<file path="src/rtl/byte_fifo_stage.sv">
// byte_fifo_stage
//   Show-ahead byte FIFO sitting directly upstream of the 8-bit register stage.
//   Producer bursts are absorbed here so the register stage sees a steady,
//   back-pressurable stream. The oldest stored byte is always presented on dout.
//
// Ports
//   clk        single clock, all state updates on the rising edge
//   rst_n      asynchronous active-low reset
//   flush      synchronous clear of all entries, overrides push and pop
//   in_valid   producer has a byte on din
//   din        producer data
//   in_ready   FIFO can accept a byte this cycle
//   out_valid  dout holds a valid byte
//   dout       oldest stored byte, zero while empty
//   out_ready  consumer takes dout this cycle
//   count      number of stored entries, 0..DEPTH
//
// Handshake: a transfer happens on a rising edge where valid and ready are both
// high. in_ready and out_valid depend on stored state only, never on in_valid
// or out_ready, so there is no combinational path from input to output. The
// producer may change din/in_valid freely while in_ready is low; dout and
// out_valid hold steady until popped or flushed.

module byte_fifo_stage #(
    parameter int WIDTH = 8,
    parameter int DEPTH = 4,
    parameter int CNT_W = $clog2(DEPTH + 1)
) (
    input  logic             clk,
    input  logic             rst_n,
    input  logic             flush,
    input  logic             in_valid,
    input  logic [WIDTH-1:0] din,
    output logic             in_ready,
    output logic             out_valid,
    output logic [WIDTH-1:0] dout,
    input  logic             out_ready,
    output logic [CNT_W-1:0] count
);

    localparam int PTR_W = $clog2(DEPTH);
    localparam logic [CNT_W-1:0] FULL_CNT = CNT_W'(DEPTH);

    logic [WIDTH-1:0] mem [DEPTH];
    logic [PTR_W-1:0] wr_ptr;
    logic [PTR_W-1:0] rd_ptr;
    logic             push;
    logic             pop;

    assign in_ready  = (count != FULL_CNT);
    assign out_valid = (count != '0);
    assign push      = in_valid & in_ready;
    assign pop       = out_valid & out_ready;

    // Forced to zero while empty so the register stage never samples stale memory.
    assign dout = out_valid ? mem[rd_ptr] : '0;

    // Storage is not reset; count gates every read of it.
    always_ff @(posedge clk) begin
        if (push && !flush) begin
            mem[wr_ptr] <= din;
        end
    end

    // DEPTH is a power of two, so the pointers wrap naturally.
    always_ff @(posedge clk or negedge rst_n) begin
        if (!rst_n) begin
            wr_ptr <= '0;
            rd_ptr <= '0;
            count  <= '0;
        end else if (flush) begin
            wr_ptr <= '0;
            rd_ptr <= '0;
            count  <= '0;
        end else begin
            if (push) begin
                wr_ptr <= wr_ptr + 1'b1;
            end
            if (pop) begin
                rd_ptr <= rd_ptr + 1'b1;
            end
            if (push && !pop) begin
                count <= count + 1'b1;
            end else if (pop && !push) begin
                count <= count - 1'b1;
            end
        end
    end

endmodule

</file>
<file path="config.mk">
export PLATFORM = sky130hd
export DESIGN_NAME = byte_fifo_stage
export DESIGN_NICKNAME = d
export VERILOG_FILES = /design/src/rtl/byte_fifo_stage.sv
export SDC_FILE = /design/constraint.sdc
export NUM_CORES = 1
export LEC_CHECK = 0
export BUFFER_PORTS_ARGS = -buffer_cell sky130_fd_sc_hd__buf_2
export CORE_ASPECT_RATIO = 1.2
export CORE_UTILIZATION = 60
export CTS_BUF_LIST = sky130_fd_sc_hd__clkbuf_16
export DETAILED_ROUTE_END_ITERATION = 12
export PLACE_DENSITY = 0.83
export SLEW_MARGIN = 5
export SYNTH_ARGS = -nofsm -noshare
export SYNTH_HDL_FRONTEND = slang
export SYNTH_SLANG_ARGS = --single-unit
</file>
<file path="constraint.sdc">
create_clock -name clk -period 4.9 [get_ports clk]
set_clock_uncertainty 0.15 [all_clocks]
set_input_delay 0.49 -clock clk [delete_from_list [all_inputs] [get_ports clk]]
set_output_delay 0.49 -clock clk [all_outputs]
set_load 0.01 [all_outputs]
</file>
==> results.md, run 1 <==
* CTS H-tree depth at 2
* Max-Cap Viols at 0
* Switching Fraction at 27.3%
* Clock Latency Late Sink at roughly 0.27 ns
* Fin crit period at approximately 2.6 ns
* Synthesized Nets at approximately 130
* Placeable Area at 0.00279 mm²
* Avg Inst Size Synth at roughly 15 µm²
* Clk slew on worst S/H paths at about 0.05 ns
* CTS tree: done
* Period utilization at a little over half
* Final setup vio count at 0
* RSZ-0062 raised after global routing: no
* Final HPWL DP at 2.09 mm
* Slew Limit Fails at 0
* Pwr dens at roughly 500 mW/mm²
* Synth area leaders: edfxtp_1, mux4_2, dfrtp_1, and2_1, ha_1
* EDFF count, synth at 32
* Peak supply drop at between 0.5 and 0.6 mV
* Reg power frac at between 40% and 50%
* Via count at slightly above 1000
* Remaining Overflow, GRT at 0
* CTS root buf: clkbuf_16
* Final wirelength at about 3.2 mm
* Max Fclk at between 300 and 400 MHz
* Final Wtd Congestion at approximately 0.74
* DRT iter0 DRCs at 37
* Clock network power share at 33.9%
* Placed Instances at roughly 170
* CTS Buffer Depth at 2
* Yosys warnings at 0
* Area of placed instances at ~0.0019 mm²
* Synth Flop Type: edfxtp_1
* Synthesized area at roughly 0.0018 mm²
* Global-route wire length before repair at ~4.7 mm
* Cts bufs inserted at 5
* Layout Cells excl Fill at between 150 and 200
* Number of register bits inferred by synthesis at 39
* Die Span Y at slightly above 60 µm
* Die X at 51.4 µm
* Clock sink count at 39
* Initial core utilization at a little over three fifths
* Final worst setup slack at ~2.3 ns
* CP Max Fanout at 12
* Worst path arrival time at roughly 2.7 ns
* Max-slew headroom at 60.5%
* Crit-path cells: or3_1 > a21oi_1 > fa_1 > a311oi_1 > o21ai_0 > a211oi_1
* Port bufs at 25
* Final hold slack at about 0.28 ns
* Slowest cell on crit path: or3_1
* Most common cell after layout, fill and taps aside: edfxtp_1
* Worst slew pin tran at around 0.6 ns
* Fin area at 0.00206 mm²
* Pwr Total at a little over 1 mW
* Vias in the first global route at 950
* Largest net degree at the start of global routing at 14
* # nets final at between 150 and 200
* Area growth from synthesis to layout at 17.3%
* Post-CTS setup buffer count at 0
* Worst setup path category: flop to flop
* Leak at roughly 0.78 nW
* First-pass DRT Iterations at 4
* Asr flop ratio synth at around 18%
* Setup_tns at 0 ns
* Pre-CTS setup slack at ~2.3 ns
* Status: finished, final reports clean
* Largest stage delay, worst path at 0.56 ns
* Logic pwr share at 24.8%
* Startpoint Class: flop
* Commonest non-fill, non-tap cells in the layout: edfxtp_1, buf_2, and2_1, mux4_2, dfrtp_1
* Post-Syn Instances at approximately 110
* Synth area leader: edfxtp_1
* Sw Pwr at roughly 280 µW
* Via density at 5.85
* Crit end category: flop
* Final ANT Viol Nets at 0
* Synth top area share at between 50 and 60%
* Fin util at between 70 and 80%
* Distinct cells, synth at 33
* Die area at roughly 0.0031 mm²
* Post_cts resized at 0
* Sequential fraction of the synthesis area at about 65%
* Share of cells above drive strength 1 at about 30%
* GR Util All Layers at between 20% and 30%
* Int Pwr at between 700 and 800 µW
* Critical Path RT at about 4.9 ns
* Min-delay worst type: input port to flop
* # diodes at 0
* DRC viols at 0
* Initial antenna violation count at 0
* Routed WL per cell at between 15 and 20 µm
* Rows at 21
* Final Hold Viols at 0
* I/O pin total at 26
worst max-delay path: cells and delay by family (launching register included):
family                   cells  cell delay, ns
adder cells (fa/ha/maj)      1            0.47
AND/OR/NAND/NOR              1            0.56
flip-flops                   1            0.46
AO/OA/AOI/OAI                4            0.87
cell usage after synthesis (all sizes together) (2+ instances only):
cell	instances
a21oi	4
nand2	6
nand3	3
inv	5
buf	6
xor2	2
and2	12
mux4	8
o22ai	2
nor2	5
edfxtp	32
xnor2	2
ha	4
dfrtp	7
registers in the layout, indices dropped and copies added (netlist names):
register,cells
count,3
mem,32
wr_ptr,2
rd_ptr,2
path summary, 6_finish.rpt:
| check | from | end | slack [ns] | depth (start not counted) |
|---|---|---|---|---|
| worst max-delay path | count[0] | count[1] | 2.28 | 6 |
| worst min-delay path | din[3] | mem[0][3] | 0.28 | 1 |
| worst max register to register | count[0] | count[1] | 2.28 | 6 |
| worst min register to register | wr_ptr[1] | wr_ptr[1] | 0.44 | 2 |
| max in group asynchronous | rst_n | wr_ptr[1] | 3.98 | 2 |
| min in group asynchronous | rst_n | rd_ptr[0] | 0.44 | 2 |
routing by layer:
layer	GRT usage [%]	up-vias	share of wire, %
met2	40.3	50	54
met4	9.65	0	2.0
met3	4.94	7	5.6
met5	0	-	0
met1	25.6	492	38
li1	-	475	-
cell families (layout without fill, tap and decap cells):
family | after synthesis | in the layout | synth area share, %
AND/OR/NAND/NOR | 32 | 32 | 10.3
adder cells (fa/ha/maj) | 5 | 5 | 3.99
AO/OA/AOI/OAI | 13 | 13 | 4.99
XOR/XNOR | 4 | 4 | 1.99
buffers and inverters | 12 | 39 | 3.20
multiplexers | 9 | 9 | 10.8
flip-flops | 39 | 39 | 64.7
repair_timing:
| item | CTS | global route |
|---|---|---|
| hold buffers | 1 | 0 |
| hold endpoints to repair | 7 | 0 |
| endpoints found under the setup margin | 0 | 0 |
cell type report:
cell class	count	area, µm²
flip-flops and latches	39	1140
fillers	184	724
multi-input cells	63	564
repair buffers	26	135
clock buffers	5	125
well taps	34	42.5
clock inverters	3	38.8
inverters	5	18.8
power groups by stage:
stage / logic [mW] / registers (mW) / clock network, mW
final: 0.255 / 0.425 / 0.349
after global routing: 0.278 / 0.432 / 0.360
after CTS: 0.257 / 0.426 / 0.352
after detailed placement: 0.251 / 0.432 / 0
after global placement: 0.238 / 0.428 / 0
after floorplan: 0.194 / 0.409 / 0
No activity file was read; power rests on OpenSTA's default activity.
==> run 2: changes to the inputs <==
--- a/config.mk
+++ b/config.mk
@@ -7,10 +7,10 @@
 export LEC_CHECK = 0
 export BUFFER_PORTS_ARGS = -buffer_cell sky130_fd_sc_hd__buf_2
 export CORE_ASPECT_RATIO = 1.2
-export CORE_UTILIZATION = 60
+export CORE_UTILIZATION = 55
 export CTS_BUF_LIST = sky130_fd_sc_hd__clkbuf_16
 export DETAILED_ROUTE_END_ITERATION = 12
-export PLACE_DENSITY = 0.83
+export PLACE_DENSITY = 0.77
 export SLEW_MARGIN = 5
 export SYNTH_ARGS = -nofsm -noshare
 export SYNTH_HDL_FRONTEND = slang
==> constraint.sdc (replaced) <==
create_clock -name clk -period 2.5 [get_ports clk]
set_clock_uncertainty 0.15 [all_clocks]
set_input_delay 0.25 -clock clk [delete_from_list [all_inputs] [get_ports clk]]
set_output_delay 0.25 -clock clk [all_outputs]
set_load 0.01 [all_outputs]
==> run 2 against run 1 <==
  * Sequential share of layout area hardly changed
  * Register-to-register slack got worse by 2.2 ns
  * Clock power is 70% higher
  * Sequential cell count is the same
  * Design area hardly changed
  * Sequential power rose by 91%
  * Worst hold slack worse by 0.24 ns
  * Via count up 1.1%
  * Final cell count rose by 2.9%
  * Core utilization is 6.6 points lower
  * Count of clock-buffer cells in the layout is the same
  * Global-route usage fell by 0.74 points
  * Critical path type unchanged
  * Highest routed layer unchanged
==> results.md, run 2 (synthesized netlist as in run 1, its figures left out) <==
* Period utilization at between 90 and 100%
* Initial core utilization at about 57%
* Peak supply drop at ~0.77 mV
* Area occupied by multi-input gates at about 560 µm²
* Setup_tns at 0 ns
* Cts bufs inserted at 5
* Slew Limit Fails at 0
* Via density at 5.75
* Final setup vio count at 0
* Max-slew headroom at between 70 and 80%
* Post-Route M1 WL at approximately 1.2 mm
* Final Wtd Congestion at slightly above 0.8
* CTS root buf: clkbuf_16
* CP Max Fanout at 9
* Clock sink count at 39
* RSZ-0062 raised after global routing: no
* CTS Buffer Depth at 2
* Most common cell after layout, fill and taps aside: edfxtp_1
* Die area at roughly 0.0034 mm²
* Clk slew on worst S/H paths at ~0.050 ns
* Final wirelength at 3.04 mm
* Die X at 53.6 µm
* Min-delay worst type: input port to flop
* Area of placed instances at 0.00191 mm²
* Fill count at 215
* GR Util All Layers at between 20% and 30%
* Max-Cap Viols at 0
* Max FFs per register at 32
* Final HPWL DP at just over 2 mm
* DRC viols at 0
* Via count at 1035
* Vias in the first global route at 1075
* Routed met2 length at about 1.7 mm
* # diodes at 0
* Slowest cell on crit path: dfrtp_1
* Placed Instances at roughly 170
* DR WL met3 at roughly 160 µm
* Final ANT Viol Nets at 0
* Largest registers: mem (32), count (3)
* Pwr Total at 1.95 mW
* CTS H-tree depth at 2
* Largest register by flop count: mem
* DRT iter0 DRCs at 30
* Startpoint Class: flop
* Worst slew pin tran at roughly 0.45 ns
* Initial antenna violation count at 0
* Status: finished, final reports clean
* Placeable Area at 0.00306 mm²
* I/O pin total at 26
* Fin util at about two thirds
* First-pass DRT Iterations at 4
* Max Fclk at approximately 420 MHz
* # nets final at ~160
* Worst path arrival time at between 2 and 2.5 ns
* Crit end category: flop
* Largest net degree at the start of global routing at 14
* Area growth from synthesis to layout at 17.2%
* Routed WL per cell at between 15 and 20 µm
* Top Layer Used: met4
* Crit-path cells: or3b_4 > nand2_4 > a21oi_1 > fa_1 > a311oi_1 > o21ai_0 > a211oi_1
* Port bufs at 25
* CTS tree: done
* Clock Latency Late Sink at approximately 0.28 ns
* Rows at 22
* Fin crit period at roughly 2.4 ns
* Global-route wire length before repair at around 5 mm
* Fin area at roughly 0.0021 mm²
* Worst setup path category: flop to flop
* Remaining Overflow, GRT at 0
* Layout Cells excl Fill at 180
* Die Span Y at ~64 µm
* Commonest non-fill, non-tap cells in the layout: edfxtp_1, buf_2, and2_1, mux4_2
* Largest stage delay, worst path at about 0.47 ns
* Pwr dens at 945 mW/mm²
* Critical Path RT at 2.53 ns
* FF/Latch Area at roughly 0.0011 mm²
* Share of cells above drive strength 1 at ~30%
* Final Hold Viols at 0
* Leak at 0.791 nW
==> run 2: area by class of cell <==
class                           count  area share, %
Multi-Input combinational cell     63           27.4
Sequential cell                    39           55.2
Timing Repair Buffer               29           7.65
Tap cell                           36           2.19
Clock buffer                        5           6.08
Clock inverter                      3          0.608
Inverter                            5          0.911
==> run 2: where the power goes <==
group / switching, mW / internal, mW / total, mW
Sequential: 0.0536 / 0.757 / 0.811
Clock: 0.233 / 0.360 / 0.593
Combinational: 0.274 / 0.268 / 0.542
==> run 2: worst max-delay path: cells and delay by family (launching register included) <==
| kind | cells | cell delay [ns] |
|---|---|---|
| fa+ha+maj | 1 | 0.45 |
| simple gates | 2 | 0.54 |
| compound gates | 4 | 0.68 |
| flops | 1 | 0.47 |
==> run 2: timing repair <==
item | in CTS | in global routing
buffers inserted | 0 | 0
endpoints found under the hold margin | 7 | 0
gates resized for setup | 0 | 0
hold buffers | 1 | 0
==> run 2: through the flow <==
step	hold slack [ns]	setup slack, ns
floorplan	-0.196	0.0348
global placement	-0.0589	0.249
detailed placement	-0.0553	0.145
CTS	0.0309	0.119
global route	0.0328	0.00980
finish	0.0346	0.115
==> run 2: final timing paths <==
| kind | start | endpoint | slack, ns | cells past startpoint |
|---|---|---|---|---|
| worst max-delay path | count[0] | count[1] | 0.11 | 7 |
| worst min-delay path | din[3] | mem[1][3] | 0.03 | 1 |
| worst max register to register | count[0] | count[1] | 0.11 | 7 |
| worst min register to register | wr_ptr[1] | wr_ptr[1] | 0.44 | 2 |
| max in group asynchronous | rst_n | rd_ptr[0] | 1.85 | 2 |
| min in group asynchronous | rst_n | wr_ptr[1] | 0.19 | 2 |
==> run 2: metal layers <==
layer | vias up | global-route usage [%]
met5 | - | 0
met1 | 522 | 24.5
met3 | 4 | 7.62
met2 | 28 | 35.8
li1 | 481 | -
met4 | 0 | 8.55
==> run 3: changes to the inputs <==
==> constraint.sdc (replaced) <==
create_clock -name clk -period 2.59 [get_ports clk]
set_clock_uncertainty 0.15 [all_clocks]
set_input_delay 0.259 -clock clk [delete_from_list [all_inputs] [get_ports clk]]
set_output_delay 0.259 -clock clk [all_outputs]
set_load 0.01 [all_outputs]
==> run 3 against run 2 <==
  * First-iteration DRC count down 40%
  * Register-to-register slack better by 0.05 ns
  * Critical path depth unchanged
  * Sequential share of layout area up 0.20 points
  * Final cell count down 0.56%
  * Die area unchanged
  * Combinational power down 6.5%
  * Wire length down 1.6%
  * Design area down 0.36%
  * Worst hold slack better by 0.0070 ns
  * Critical endpoint unchanged
  * Largest power group unchanged
==> results.md, run 3 (synthesized netlist as in run 1, its figures left out) <==
* Final Wtd Congestion at slightly above 0.8
* Setup crit start: count[2]
* Die X at about 54 µm
* CP Max Fanout at 10
* GR Util All Layers at about a fifth
* Final ANT Viol Nets at 0
* GR met3 Demand/Resource at ~6.4%
* Period utilization at about 94%
* # nets final at 160
* Post-CTS setup buffer count at 0
* CTS H-tree depth at 2
* Reg2reg end: count[1]
* First-pass DRT Iterations at 4
* Largest stage delay, worst path at around 0.50 ns
* Min-delay worst type: input port to flop
* Clock Latency Late Sink at ~0.27 ns
* R2R setup slack at about 0.17 ns
* Max FFs per register at 32
* Placeable Area at 0.00306 mm²
* Worst setup path category: flop to flop
* DRT iter0 DRCs at 18
* Largest net degree at the start of global routing at 14
* Initial core utilization at ~57%
* Largest register by flop count: mem
* FF-to-FF path depth at 7
* Crit-path cells: or3b_4 > nand2_4 > a21oi_1 > fa_1 > a311oi_1 > o21ai_0 > a211oi_1
* Largest registers: mem (32), count (3)
* Die area at ~0.0034 mm²
* Initial antenna violation count at 0
* Post_cts resized at 0
* Final Hold Viols at 0
* Startpoint Class: flop
* Placed Instances at 170
* Share of cells above drive strength 1 at between 30% and 40%
* Max-slew headroom at about 70%
* CTS Buffer Depth at 2
* Worst path arrival time at around 2.5 ns
* Hold_buf cts at 1
* Global-route wire length before repair at 4.75 mm
* Port bufs at 25
* Slowest cell on crit path: dfrtp_1
* Max-Cap Viols at 0
* Cts bufs inserted at 5
* Max Fclk at approximately 410 MHz
* # diodes at 0
* Status: finished, final reports clean
* Via count at between 1000 and 1500
* Final wirelength at between 2 and 3 mm
* CTS root buf: clkbuf_16
* Worst slew pin tran at around 0.44 ns
* Routed WL per cell at ~17 µm
* CTS tree: done
* Reg-to-reg startpoint: count[2]
* Setup_tns at 0 ns
* Clk slew on worst S/H paths at 0.05 ns
* Worst Setup EP: count[1]
* Leak at between 0.7 and 0.8 nW
* Commonest non-fill, non-tap cells in the layout: edfxtp_1, buf_2, and2_1, mux4_2
* Via density at approximately 5.8
* DRC viols at 0
* Slew Limit Fails at 0
* Area growth from synthesis to layout at 16.8%
* Peak supply drop at around 0.66 mV
* Clock sink count at 39
* Critical Path RT at between 2 and 3 ns
* Vias in the first global route at a little under 1000
* RSZ-0062 raised after global routing: no
* I/O pin total at 26
* Layout Cells excl Fill at 179
* Die Span Y at 63.9 µm
* Final HPWL DP at a little over 2 mm
* Pwr Total at 1.86 mW
* Remaining Overflow, GRT at 0
* GR peak layer: met2
* Fin crit period at between 2 and 2.5 ns
* Met1 usage at 26.0%
* Crit end category: flop
* Rows at 22
* Most common cell after layout, fill and taps aside: edfxtp_1
* Met2 Track Usage GR at roughly a third
* Pwr dens at 906 mW/mm²
* Final setup vio count at 0
## run 3: report_power, final
group	internal [mW]	switching [mW]
registers	0.731	0.0581
clock network	0.347	0.216
logic	0.254	0.253
## run 3: metal layers
| layer | vias up | wire length, µm |
|---|---|---|
| li1 | 479 | - |
| met1 | 516 | 1220 |
| met2 | 33 | 1580 |
| met3 | 5 | 153 |
| met4 | 0 | 36 |
| met5 | - | 0 |
## run 3: worst min path at each step
| stage | slack [ns] | depth (start not counted) | from | to |
|---|---|---|---|---|
| global route | 0.05 | 1 | din[0] | mem[2][0] |
| floorplan | -0.19 | 0 | rst_n | count[0] |
| global placement | -0.05 | 1 | rst_n | count[2] |
| finish | 0.04 | 1 | din[1] | mem[2][1] |
| CTS | 0.04 | 1 | din[1] | mem[1][1] |
| detailed placement | -0.04 | 1 | rst_n | count[2] |
## run 3: stage by stage
stage / hold slack (ns) / area, µm² / utilization (%) / setup WS (ns)
floorplan: -0.187 / 1760 / - / 0.0900
global placement: -0.0487 / 1900 / 62.3 / 0.295
detailed placement: -0.0448 / 1900 / 62.3 / 0.167
CTS: 0.0374 / 2050 / 67.2 / 0.180
global route: 0.0504 / 2050 / 67.2 / 0.0589
finish: 0.0416 / 2050 / 67.2 / 0.168
## run 3: cell type report
type | instances | area, µm²
timing repair buffer | 28 | 150
clock inverter | 3 | 12.5
sequential | 39 | 1140
tap | 36 | 45.0
clock buffer | 5 | 125
multi-input combinational | 63 | 564
inverter | 5 | 18.8
fill | 221 | 1000
## run 3: critical path, delay by kind of cell (launching register included)
kind	cells	cell delay, ns
AO/OA/AOI/OAI	4	0.67
AND/OR/NAND/NOR	2	0.55
flip-flops	1	0.50
adder cells (fa/ha/maj)	1	0.45
